## config.mk

```make
export PLATFORM = sky130hd
export DESIGN_NAME = uart_cmd_sequencer
export DESIGN_NICKNAME = d
export VERILOG_FILES = /design/src/rtl/uart_cmd_sequencer.sv
export SDC_FILE = /design/constraint.sdc
export NUM_CORES = 1
export LEC_CHECK = 0
export ABC_AREA = 1
export CAP_MARGIN = 10
export CELL_PAD_IN_SITES_DETAIL_PLACEMENT = 1
export CELL_PAD_IN_SITES_GLOBAL_PLACEMENT = 1
export CORE_ASPECT_RATIO = 1.1
export CORE_UTILIZATION = 40
export DETAILED_ROUTE_END_ITERATION = 8
export GPL_TIMING_DRIVEN = 0
export PLACE_DENSITY = 0.74
export SLEW_MARGIN = 20
export SYNTH_ARGS = -nofsm -noshare
export SYNTH_HDL_FRONTEND = slang
export SYNTH_SLANG_ARGS = --single-unit
```

## constraint.sdc

```tcl
create_clock -name clk -period 2.4 [get_ports clk]
set_clock_uncertainty 0.2 [all_clocks]
set_input_delay 0.48 -clock clk [delete_from_list [all_inputs] [get_ports clk]]
set_output_delay 0.48 -clock clk [all_outputs]
set_load 0.02 [all_outputs]
```

## src/rtl/uart_cmd_sequencer.sv

```systemverilog
// uart_cmd_sequencer
//   Turns the raw byte stream coming out of uart_rx into flash commands for
//   the SPI flash engine. It waits for a SYNC byte, gathers the header
//   (opcode, 24-bit address MSB first, length, checksum), validates it, and
//   offers one command on a valid/ready handshake. For WRITE commands the
//   following payload bytes are forwarded through a one-entry hold register.
//
// Ports
//   clk, rst_n            system clock, asynchronous active-low reset
//   rx_data, rx_strobe    received byte and its ready strobe (rising edge only)
//   cmd_valid, cmd_ready  command handshake
//   cmd_op/addr/len       command fields; cmd_len is 1..256
//   wr_data, wr_valid,    WRITE payload byte handshake
//   wr_ready
//   busy                  high whenever a frame is in progress
//   err, err_code         one-cycle error pulse and sticky cause
//                         (0 checksum, 1 opcode, 2 timeout, 3 overrun)
module uart_cmd_sequencer #(
    parameter logic [7:0] SYNC    = 8'hA5,
    parameter int         TIMEOUT = 400000
) (
    input  logic        clk,
    input  logic        rst_n,
    input  logic [7:0]  rx_data,
    input  logic        rx_strobe,
    output logic        cmd_valid,
    input  logic        cmd_ready,
    output logic [7:0]  cmd_op,
    output logic [23:0] cmd_addr,
    output logic [8:0]  cmd_len,
    output logic [7:0]  wr_data,
    output logic        wr_valid,
    input  logic        wr_ready,
    output logic        busy,
    output logic        err,
    output logic [1:0]  err_code
);

    localparam int            TW     = (TIMEOUT > 2) ? $clog2(TIMEOUT) : 1;
    localparam logic [TW-1:0] T_LAST = TW'(TIMEOUT - 1);
    localparam logic [7:0]    OP_WRITE = 8'h03;

    typedef enum logic [3:0] {
        S_IDLE, S_CMD, S_A2, S_A1, S_A0, S_LEN, S_CSUM, S_ISSUE, S_PAYLOAD
    } state_t;

    state_t        state, state_nxt;
    logic          strobe_q, evt;
    logic [7:0]    evt_data;
    logic [7:0]    hdr_op, hdr_a2, hdr_a1, hdr_a0, hdr_len;
    logic [TW-1:0] tcnt;
    logic          hold_full;
    logic [7:0]    hold_data;
    logic [8:0]    rcv_left, con_left;
    logic          err_set;
    logic [1:0]    err_code_nxt;

    logic       hdr_ok_sum, op_ok, is_write, wr_take, last_take;
    logic       payload_open, accept, overrun, timeout_hit;

    assign hdr_ok_sum   = (evt_data == (hdr_op ^ hdr_a2 ^ hdr_a1 ^ hdr_a0 ^ hdr_len));
    assign op_ok        = (hdr_op >= 8'h01) && (hdr_op <= 8'h05);
    assign is_write     = (cmd_op == OP_WRITE);
    assign wr_take      = wr_valid && wr_ready;
    assign last_take    = wr_take && (con_left == 9'd1);
    // Payload bytes are taken while the WRITE command is still being offered,
    // but only until the announced count has been received.
    assign payload_open = is_write && (rcv_left != 9'd0) &&
                          ((state == S_ISSUE) || (state == S_PAYLOAD));
    // A byte that lands in the same clock the hold register drains is fine.
    assign accept       = evt && payload_open && (!hold_full || wr_take);
    assign overrun      = evt && payload_open && hold_full && !wr_take;
    assign timeout_hit  = !evt && (tcnt == T_LAST) &&
                          (state != S_IDLE) && (state != S_ISSUE);

    assign cmd_valid = (state == S_ISSUE);
    assign busy      = (state != S_IDLE);
    assign wr_valid  = hold_full && (state == S_PAYLOAD);
    assign wr_data   = hold_data;

    // Byte event: one-clock pulse from the registered rising edge of the
    // UART strobe, with the byte captured alongside it.
    always_ff @(posedge clk or negedge rst_n) begin
        if (!rst_n) begin
            strobe_q <= 1'b0;
            evt      <= 1'b0;
            evt_data <= 8'h00;
        end else begin
            strobe_q <= rx_strobe;
            evt      <= rx_strobe && !strobe_q;
            evt_data <= rx_data;
        end
    end

    // State register.
    always_ff @(posedge clk or negedge rst_n) begin
        if (!rst_n) state <= S_IDLE;
        else        state <= state_nxt;
    end

    // Next-state and error decision. Checksum is judged before the opcode,
    // and a timeout overrides anything else happening in that clock.
    always_comb begin
        state_nxt    = state;
        err_set      = 1'b0;
        err_code_nxt = err_code;
        case (state)
            S_IDLE:  if (evt && (evt_data == SYNC)) state_nxt = S_CMD;
            S_CMD:   if (evt) state_nxt = S_A2;
            S_A2:    if (evt) state_nxt = S_A1;
            S_A1:    if (evt) state_nxt = S_A0;
            S_A0:    if (evt) state_nxt = S_LEN;
            S_LEN:   if (evt) state_nxt = S_CSUM;
            S_CSUM: begin
                if (evt) begin
                    if (!hdr_ok_sum) begin
                        state_nxt    = S_IDLE;
                        err_set      = 1'b1;
                        err_code_nxt = 2'd0;
                    end else if (!op_ok) begin
                        state_nxt    = S_IDLE;
                        err_set      = 1'b1;
                        err_code_nxt = 2'd1;
                    end else begin
                        state_nxt = S_ISSUE;
                    end
                end
            end
            S_ISSUE: begin
                if (overrun) begin
                    state_nxt    = S_IDLE;
                    err_set      = 1'b1;
                    err_code_nxt = 2'd3;
                end else if (cmd_ready) begin
                    state_nxt = is_write ? S_PAYLOAD : S_IDLE;
                end
            end
            S_PAYLOAD: begin
                if (overrun) begin
                    state_nxt    = S_IDLE;
                    err_set      = 1'b1;
                    err_code_nxt = 2'd3;
                end else if (last_take) begin
                    state_nxt = S_IDLE;
                end
            end
            default: state_nxt = S_IDLE;
        endcase
        if (timeout_hit) begin
            state_nxt    = S_IDLE;
            err_set      = 1'b1;
            err_code_nxt = 2'd2;
        end
    end

    // Header capture, command latch, payload hold register, counters and
    // error outputs. Anything returning to idle empties the hold register.
    always_ff @(posedge clk or negedge rst_n) begin
        if (!rst_n) begin
            hdr_op    <= 8'h00;
            hdr_a2    <= 8'h00;
            hdr_a1    <= 8'h00;
            hdr_a0    <= 8'h00;
            hdr_len   <= 8'h00;
            cmd_op    <= 8'h00;
            cmd_addr  <= 24'h0;
            cmd_len   <= 9'd0;
            rcv_left  <= 9'd0;
            con_left  <= 9'd0;
            tcnt      <= '0;
            hold_full <= 1'b0;
            hold_data <= 8'h00;
            err       <= 1'b0;
            err_code  <= 2'd0;
        end else begin
            if (evt) begin
                case (state)
                    S_CMD:   hdr_op  <= evt_data;
                    S_A2:    hdr_a2  <= evt_data;
                    S_A1:    hdr_a1  <= evt_data;
                    S_A0:    hdr_a0  <= evt_data;
                    S_LEN:   hdr_len <= evt_data;
                    default: ;
                endcase
            end

            if ((state == S_CSUM) && (state_nxt == S_ISSUE)) begin
                cmd_op   <= hdr_op;
                cmd_addr <= {hdr_a2, hdr_a1, hdr_a0};
                cmd_len  <= {(hdr_len == 8'h00), hdr_len};
                rcv_left <= {(hdr_len == 8'h00), hdr_len};
                con_left <= {(hdr_len == 8'h00), hdr_len};
            end else begin
                if (accept)  rcv_left <= rcv_left - 9'd1;
                if (wr_take) con_left <= con_left - 9'd1;
            end

            if (evt || (state == S_IDLE) || (state == S_ISSUE)) tcnt <= '0;
            else                                                 tcnt <= tcnt + 1'b1;

            if (state_nxt == S_IDLE) begin
                hold_full <= 1'b0;
            end else if (accept) begin
                hold_full <= 1'b1;
                hold_data <= evt_data;
            end else if (wr_take) begin
                hold_full <= 1'b0;
            end

            err      <= err_set;
            err_code <= err_code_nxt;
        end
    end

endmodule

```

==> impl_metrics.yaml, run 1 <==
die:
  start_util_pct: 41.03
  die_h_um: 140.8
  io_pins: 68
  core_mm2: 0.01708
  die_width_um: 128.2
  rows: 50
  die-area_mm2: 0.01805
place:
  dp_hpwl_um: 14300
  gp_congestion: 0.8058
  portBuffers: 67
  placed_cells: 1188
worst_setup_path:
  critPathRequiredTime_ns: 2.54
  r2r-end: "state[0]"
  critPathCaptureType: "register"
  critPathTopFamily: "simple AND/OR/NAND/NOR gates"
  crit_chain: "inv_1, nand2_1, nand2_1, nand2_1, nand2_1, nand2_1, nand2_1, and2_4, nand2_2, nor2_4, nand4_1, buf_6, buf_12, buf_12, a21boi_0"
  crit_top_cell: "nand2_1"
  rr_startpoint: "hdr_a1[4]"
  critPathCapture: "state[0]"
  critPathMaxStageDelay_ns: 0.40
  crit_arrival_ns: 2.64
  crit_type: "reg2reg"
  crit_start: "hdr_a1[4]"
  start_kind: "register"
  crit_cells: 15
  r2r_setup_slack_ns: -0.11
  critPathSlowestCell: "dfrtp_1"
  path_buf_inv: 4
  cp_max_fo: 6
  r2r_cells: 15
status:
  status: "complete, but fails checks"
  violations: "negative setup slack"
cts:
  clockBufferDepth: 2
  cts-buffers-inserted: 17
  cts-root-buf: "clkbuf_16"
  cts_max_level: 4
  cts_tree: "done"
  clkLatencyLatePin_ns: 0.43
  clk_pin_slew_ns: 0.06
  clock_sinks: 144
timing:
  fmax_mhz: 398.8
  whs_ns: 0.2002
  tightest_slew_ns: 0.5519
  hold_violations: 0
  slew_headroom_pct: 63.21
  period_share_pct: 104.5
  setup_viol: 38
  period_needed_ns: 2.508
  rsz0062_at_grt: "yes"
  setup_ws_ns: -0.1077
  slew_viol_final: 0
min_path:
  hold_path_class: "reg2reg"
  min_path_cells: 1
  min-delay-start: "strobe_q"
layout:
  syn2layout_area_growth_pct: 35.82
  final_nets: 1048
  fillCellCount: 2065
  n_antenna_cell: 0
  instances_no_fill: 1276
  drive_gt1_share_pct: 24.95
synthesis:
  synth_flop_cell: "dfrtp_1"
  synth.most_common_cell: "nand2_1"
  synth_cells: 886
  synth_common_cells: "nand2_1 (301), dfrtp_1 (144), inv_1 (114), o21ai_0 (76), nor2_1 (55)"
  synthesis.nets: 904
  syn_area_mm2: 0.007007
  synth_edf_count: 0
  avgSynthCellArea_um2: 7.908
  yosysTopAreaCell: "dfrtp_1"
  synth.top_cell.area_share_pct: 51.43
  ys_warn_count: 0
  synth-seq-cells: 144
  synth_area_leaders: "dfrtp_1 (51%), nand2_1 (16%), inv_1 (6.1%)"
  ys_types: 49
  async_flop_share_pct: 100.0
  yosysSeqAreaShare_pct: 51.43
global_route:
  use_met3_pct: 3.947
  antenna_found_initial: 0
  first_global_vias: 6641
  grt_util_all_layers_pct: 25.46
  grt_busiest_layer: "met2"
  overflow: 0
  use_met2_pct: 42.70
  grt_pass1_wl_um: 34710
  grt_max_degree: 78
  gr-usage-met1_pct: 33.33
power_and_ir_drop:
  p_int_w: 0.005283
  p_sw_w: 0.003029
  combPwrFrac_pct: 32.4
  p_seq_share_pct: 35.4
  peakVddDrop_v: 0.0005287
  power.density_mw_per_mm2: 873.4
  p_leak_nw: 4.612
  switching_share_pct: 36.44
  clkPwrFrac_pct: 32.1
  total_power_w: 0.008312
detailed_routing:
  vias_per_cell: 5.045
  drc: 0
  antenna_left: 0
  num_vias: 6438
  wl_per_cell_um: 17.37
  first_iter_violations: 270
  wl_um: 22160
  first_pass_iters: 6
flow_run:
  drv_cap: 0
[worst min-delay path by stage]
stage,endpoint,slack (ns)
floorplan,cmd_addr[0],-0.02
global placement,evt,0.18
detailed placement,evt,0.19
CTS,evt,0.21
global route,evt,0.22
finish,evt,0.20
[stage by stage]
step	utilization, %	setup TNS (ns)	setup WS, ns	cell area (um2)
floorplan	-	0	0.1753	7007
global placement	46.67	-774.76	-5.319	7970
detailed placement	46.86	-12.38	-0.3322	8003
CTS	52.82	-0.2184	-0.04725	9021
global route	55.72	-13.98	-0.3426	9517
finish	55.72	-1.336	-0.1077	9517
[repair_timing]
item                                   in CTS  in global routing
setup endpoints to repair                  72                 85
hold buffers                                1                  0
endpoints found under the hold margin      67                  0
resized for setup                          79                108
buffers inserted                           29                 23
pin swaps                                  12                 23
cloned                                      2                  2
[layout by cell type (no fill, tap or decap), types with 13 or more instances in the layout]
master | synthesis | final
inv_2 | 8 | 34
nand2_1 | 301 | 251
clkbuf_16 | 0 | 19
nor2_1 | 55 | 51
a21oi_1 | 16 | 14
buf_4 | 1 | 50
nand3_1 | 48 | 44
dfrtp_2 | 0 | 14
o21ai_0 | 76 | 58
nand2_2 | 5 | 48
nor3_1 | 14 | 13
dfrtp_1 | 144 | 130
clkdlybuf4s50_1 | 0 | 63
o21ai_2 | 1 | 13
inv_1 | 114 | 88
[final cells by class]
cell class,count,area (um2),share of cell area (%)
flip-flops and latches,144,3621,38.05
multi-input cells,599,3177,33.38
repair buffers,124,1209,12.70
inverters,125,483.0,5.075
clock buffers,22,474.2,4.983
well taps,234,292.8,3.077
plain buffers,19,151.4,1.591
clock inverters,9,108.9,1.144
[registers in the layout, indices dropped and copies added (netlist names), 4 cells and up]
| signal | count |
|---|---|
| hdr_a1 | 8 |
| rcv_left | 9 |
| cmd_len | 9 |
| hdr_len | 8 |
| cmd_addr | 24 |
| evt_data | 8 |
| con_left | 9 |
| tcnt | 19 |
| wr_data | 8 |
| hdr_a0 | 8 |
| cmd_op | 8 |
| hdr_a2 | 8 |
| state | 4 |
| hdr_op | 8 |
[logic make-up after synthesis]
logic type                 after synthesis  share of synthesized area, %
buffers and inverters                  144                         8.214
xor gates and xnor gates                14                         1.750
and+or+nand+nor                        467                         28.88
AOI/OAI and AO/OA                      112                         8.840
DFF                                    144                         51.43
adders and majority gates                5                        0.8929
[power by group through the flow]
stage / Clock (W) / Combinational (W) / Sequential [W]
after detailed placement: 0 / 0.00201 / 0.00296
after global routing: 0.00279 / 0.00297 / 0.00297
after global placement: 0 / 0.00192 / 0.00294
after floorplan: 0 / 0.00145 / 0.00287
final: 0.00267 / 0.00269 / 0.00295
after CTS: 0.00271 / 0.00248 / 0.00291
[layer usage]
metal  part of all wire [%]  vias up
li1                       -     3093
met1                     45     3211
met2                     50      101
met3                    2.5       33
met4                    2.2        0
met5                      0        -
(Power assumes the default switching activity.)
==> run 2: changes to the inputs <==
--- a/config.mk
+++ b/config.mk
@@ -13,7 +13,8 @@
 export CORE_UTILIZATION = 40
 export DETAILED_ROUTE_END_ITERATION = 8
 export GPL_TIMING_DRIVEN = 0
-export PLACE_DENSITY = 0.74
+export HOLD_SLACK_MARGIN = 0.03
+export PLACE_DENSITY_LB_ADDON = 0.15
 export SLEW_MARGIN = 20
 export SYNTH_ARGS = -nofsm -noshare
 export SYNTH_HDL_FRONTEND = slang
==> run 2 against run 1 <==
- the flow still finishes with violations (negative setup slack)
- non-clock buffer count decreased by 19
- critical path depth increased by 3
- clock power increased by 4%
- power decreased by 1.8%
- via count decreased by 0.20%
- critical endpoint is now rcv_left[0]
- largest cell class unchanged
- largest power group unchanged
- highest routed layer unchanged
==> impl_metrics.yaml, run 2 (synthesis gave the netlist of run 1 again) <==
timing:
  slew_headroom_pct: 58.20
  hold_violations: 0
  fmax_mhz: 399.6
  setup_viol: 49
  slew_viol_final: 0
  period_needed_ns: 2.502
  rsz0062_at_grt: "yes"
  period_share_pct: 104.3
  whs_ns: 0.1972
  tightest_slew_ns: 0.6270
  setup_ws_ns: -0.1023
detailed_routing:
  antenna_left: 0
  vias_per_cell: 5.107
  first_pass_iters: 4
  first_iter_violations: 352
  num_vias: 6425
  wl_per_cell_um: 17.34
  drc: 0
  wl_um: 21820
min_path:
  hold_path_class: "reg2reg"
global_route:
  first_global_vias: 6418
  overflow: 0
  grt_max_degree: 81
  antenna_found_initial: 0
  grt_pass1_wl_um: 32830
  grt_util_all_layers_pct: 23.63
cts:
  clkLatencyLatePin_ns: 0.43
  cts_max_level: 4
  clockBufferDepth: 2
  cts-buffers-inserted: 17
  clock_sinks: 144
  cts-root-buf: "clkbuf_16"
  clk_pin_slew_ns: 0.06
  cts_tree: "done"
worst_setup_path:
  critPathRequiredTime_ns: 2.51
  crit_type: "reg2reg"
  crit_arrival_ns: 2.61
  start_kind: "register"
  cp_max_fo: 6
  critPathCaptureType: "register"
layout:
  regMostFlops: "cmd_addr"
  layout_commonest_cell: "nand2_1"
  fin_area_mm2: 0.009610
  n_antenna_cell: 0
  fillCellCount: 1998
  drive_gt1_share_pct: 24.80
  final_nets: 1029
  largest_reg_flops: 24
  syn2layout_area_growth_pct: 37.16
  biggestRegsByFlops: "cmd_addr (24), tcnt (19)"
  final_cell_mix: "nand2_1 (230), dfrtp_1 (135), inv_1 (97), clkdlybuf4s50_1 (63), nand2_2 (61)"
place:
  gp_congestion: 0.8382
  dp_slack_ns: -0.3404
  portBuffers: 67
  dp_hpwl_um: 14330
  post_dp_cell_area_mm2: 0.008003
die:
  io_pins: 68
  rows: 50
  core_mm2: 0.01708
  die_h_um: 140.8
  die-area_mm2: 0.01805
  start_util_pct: 41.03
  die_width_um: 128.2
power_and_ir_drop:
  p_int_w: 0.005253
  p_leak_nw: 4.591
  combPwrFrac_pct: 29.8
  clkPwrFrac_pct: 34.2
  p_sw_w: 0.002906
  switching_share_pct: 35.61
  peakVddDrop_v: 0.0005890
  power.density_mw_per_mm2: 849.0
  p_seq_share_pct: 36.0
status:
  violations: "negative setup slack"
  status: "complete, but fails checks"
flow_run:
  drv_cap: 0
[run 2: cell count changes in the layout (fill, tap and decap cells not counted), moves of 9 or more]
cell and delta:
buf_4 -22, inv_1 +9, inv_2 -9, nand2_1 -21
nand2_2 +13, o21ai_0 -11
[run 2: worst paths after layout]
check	startpoint	slack [ns]	endpoint	cells past startpoint
max	hdr_len[0]	-0.10	rcv_left[0]	18
min	strobe_q	0.20	evt	1
max reg2reg	hdr_len[0]	-0.10	rcv_left[0]	18
min reg2reg	strobe_q	0.20	evt	1
max in group asynchronous	rst_n	0.78	evt_data[6]	3
min in group asynchronous	rst_n	0.42	rcv_left[1]	2
[run 2: layout make-up]
cell class                      instances  area [um2]  share of cell area, %
Clock inverter                          9       128.9                  1.341
Multi-Input combinational cell        599        3306                  34.40
Inverter                              125       483.0                  5.025
Clock buffer                           23       488.0                  5.077
Sequential cell                       144        3615                  37.61
Tap cell                              234       292.8                  3.046
Timing Repair Buffer                  105        1084                  11.27
Buffer                                 19       214.0                  2.226
[run 2: per-layer routing]
metal	GRT usage, %	up-vias	wire length [um]
li1	-	3073	-
met1	32.31	3209	9724
met2	38.98	111	10930
met3	3.833	32	663
met4	5.944	0	495
met5	0	-	0
[run 2: power by group through the flow]
stage	combinational [W]	sequential, W	clock (W)
global route	0.00274	0.00297	0.00292
finish	0.00243	0.00294	0.00279
CTS	0.00212	0.00291	0.00282
floorplan	0.00145	0.00287	0
global placement	0.00193	0.00294	0
detailed placement	0.00201	0.00295	0
[run 2: worst max-delay path, stage by stage, from the launching register on]
cell and delay [ns]:
dfrtp_1 0.42, inv_1 0.10, nand2_1 0.09, nand2_1 0.09, nand2_1 0.05, nand2_1 0.07, nor2_1 0.06, inv_1 0.05
nand2_1 0.05, nor2_1 0.10, nand2_1 0.10, nor2_4 0.14, nand4_1 0.18, buf_6 0.23, buf_12 0.15, nand2_2 0.06
nand2_1 0.06, o21ai_1 0.10, nand2_1 0.07
[run 2: repair_timing]
| action | in CTS | in global routing |
|---|---|---|
| setup endpoints to repair | 72 | 82 |
| gates resized for setup | 55 | 183 |
| pin swaps | 2 | 19 |
| endpoints found under the hold margin | 79 | 0 |
| cloned | 1 | 5 |
| setup buffers | 12 | 20 |
| hold buffers | 1 | 0 |
[run 2: through the flow]
step | TNS, ns | instances | total power [W] | utilization (%)
final | -1.759 | 1258 | 0.008159 | 56.27
after global routing | -11.69 | 1258 | 0.008624 | 56.27
after CTS | -0.3067 | 1234 | 0.007851 | 51.79
after detailed placement | -12.40 | 1188 | 0.004958 | 46.86
after global placement | -791.02 | 1187 | 0.004874 | 46.67
after floorplan | 0 | 886 | 0.004326 | -
==> run 3: changes to the inputs <==
--- a/config.mk
+++ b/config.mk
@@ -10,6 +10,7 @@
 export CELL_PAD_IN_SITES_DETAIL_PLACEMENT = 1
 export CELL_PAD_IN_SITES_GLOBAL_PLACEMENT = 1
 export CORE_ASPECT_RATIO = 1.1
+export CORE_MARGIN = 2
 export CORE_UTILIZATION = 40
 export DETAILED_ROUTE_END_ITERATION = 8
 export GPL_TIMING_DRIVEN = 0
==> run 3 against run 2 <==
- the flow still finishes with violations (negative setup slack)
- die area grew 3.0%
- worst hold slack better by 0.016 ns
- combinational power increased by 3%
- sequential cell count unchanged
- sequential power is essentially flat
- first-iteration DRC count fell by 6.5%
- worst setup slack improved by 0.018 ns
- cell count grew 0.87%
- critical path depth is the same
- global-route usage fell by 0.52 points
- sequential share of layout area is 0.32 points lower
- critical path type unchanged
- highest routed layer unchanged
==> impl_metrics.yaml, run 3 (synthesis gave the netlist of run 1 again) <==
layout:
  final_cell_mix: "nand2_1 (223), dfrtp_1 (132), inv_1 (95), clkdlybuf4s50_1 (63), nand2_2 (61)"
  biggestRegsByFlops: "cmd_addr (24), tcnt (19)"
  drive_gt1_share_pct: 26.38
  layout_commonest_cell: "nand2_1"
  syn2layout_area_growth_pct: 38.48
  n_antenna_cell: 0
  regMostFlops: "cmd_addr"
  largest_reg_flops: 24
  fin_util_pct: 56.81
  final_nets: 1042
detailed_routing:
  wl_per_cell_um: 17.35
  first_pass_iters: 5
  wl_um: 22020
  vias_per_cell: 5.061
  antenna_left: 0
  num_vias: 6422
  first_iter_violations: 329
  drc: 0
timing:
  fmax_mhz: 402.6
  hold_violations: 0
  setup_ws_ns: -0.08403
  rsz0062_at_grt: "yes"
  setup_tns_ns: -1.587
  slew_headroom_pct: 56.46
  slew_viol_final: 0
  period_share_pct: 103.5
  period_needed_ns: 2.484
  setup_viol: 46
  tightest_slew_ns: 0.6531
worst_setup_path:
  critPathMaxStageDelay_ns: 0.43
  critPathRequiredTime_ns: 2.51
  critPathCaptureType: "register"
  crit_top_cell: "nand2_1"
  cp_max_fo: 7
  crit_arrival_ns: 2.59
  critPathSlowestCell: "dfrtp_1"
  crit_chain: "inv_2, nand2_2, nand2_1, nand2_1, nand2_2, inv_2, nand2_1, nand2_1, nor2_1, nand2_1, nor2_4, nand4_1, buf_6, buf_12, nand2_4, nand2_2, o21ai_1, nand2_1"
  start_kind: "register"
  crit_type: "reg2reg"
die:
  die_h_um: 142.8
  rows: 50
  die_width_um: 130.2
  die-area_mm2: 0.01859
  core_mm2: 0.01708
  io_pins: 68
  start_util_pct: 41.03
cts:
  clkLatencyLatePin_ns: 0.43
  cts_max_level: 4
  clockBufferDepth: 2
  clk_pin_slew_ns: 0.06
  clock_sinks: 144
  cts-root-buf: "clkbuf_16"
  cts_tree: "done"
  cts-buffers-inserted: 17
place:
  gp_congestion: 0.7971
  portBuffers: 67
  dp_slack_ns: -0.3736
  dp_hpwl_um: 14330
power_and_ir_drop:
  peakVddDrop_v: 0.0005067
  total_power_w: 0.007936
  p_leak_nw: 4.673
  power.density_mw_per_mm2: 817.8
global_route:
  grt_util_all_layers_pct: 23.11
  grt_pass1_wl_um: 32840
  grt_max_degree: 81
  overflow: 0
  antenna_found_initial: 0
  first_global_vias: 6345
status:
  violations: "negative setup slack"
  status: "complete, but fails checks"
min_path:
  hold_path_class: "reg2reg"
flow_run:
  drv_cap: 0
-- run 3: path summary, 6_finish.rpt --
kind	start	endpoint	slack, ns	depth (start not counted)
max	hdr_op[2]	rcv_left[0]	-0.08	18
min	strobe_q	evt	0.21	1
max reg2reg	hdr_op[2]	rcv_left[0]	-0.08	18
min reg2reg	strobe_q	evt	0.21	1
max in group asynchronous	rst_n	evt_data[6]	0.81	3
min in group asynchronous	rst_n	rcv_left[4]	0.43	2
-- run 3: worst max-delay path, delay by kind of cell (launching register included) --
kind / cells / cell delay [ns]
AO/OA/AOI/OAI: 1 / 0.09
buffers and inverters: 4 / 0.55
flip-flops: 1 / 0.43
AND/OR/NAND/NOR: 13 / 1.08
-- run 3: what timing repair did --
| item | in CTS | in global routing |
|---|---|---|
| buffers inserted | 14 | 29 |
| resized for setup | 51 | 212 |
| setup endpoints to repair | 72 | 78 |
| cloned | 1 | 6 |
| hold buffers | 1 | 0 |
| endpoints found under the hold margin | 79 | 0 |
| pin swaps | 2 | 21 |
-- run 3: report_power, final --
group	switching [W]	internal (W)
logic	0.00160	0.000904
registers	0.000254	0.00268
clock network	0.00104	0.00146
-- run 3: layout make-up --
| cell class | count | area [um2] |
|---|---|---|
| Buffer | 19 | 210.2 |
| Clock buffer | 19 | 452.9 |
| Clock inverter | 11 | 92.59 |
| Fill cell | 2024 | 7376 |
| Inverter | 125 | 483.0 |
| Multi-Input combinational cell | 598 | 3322 |
| Sequential cell | 144 | 3618 |
| Tap cell | 234 | 292.8 |
| Timing Repair Buffer | 119 | 1231 |
-- run 3: routing by layer --
layer  up-vias  global-route usage (%)  share of wire [%]
met2        84                   36.40                 50
met5         -                       0                  0
met4         0                   7.131                1.9
met3        28                   3.522                2.3
li1       3084                       -                  -
met1      3226                   32.89                 46
-- run 3: through the flow --
stage                     std cells  hold WS, ns  instance area, um2
after floorplan                 886     -0.01559                7007
after detailed placement       1188       0.2100                8003
after CTS                      1234       0.2158                8785
final                          1269       0.2129                9703
after global routing           1269       0.2338                9703
after global placement         1187       0.1915                7970
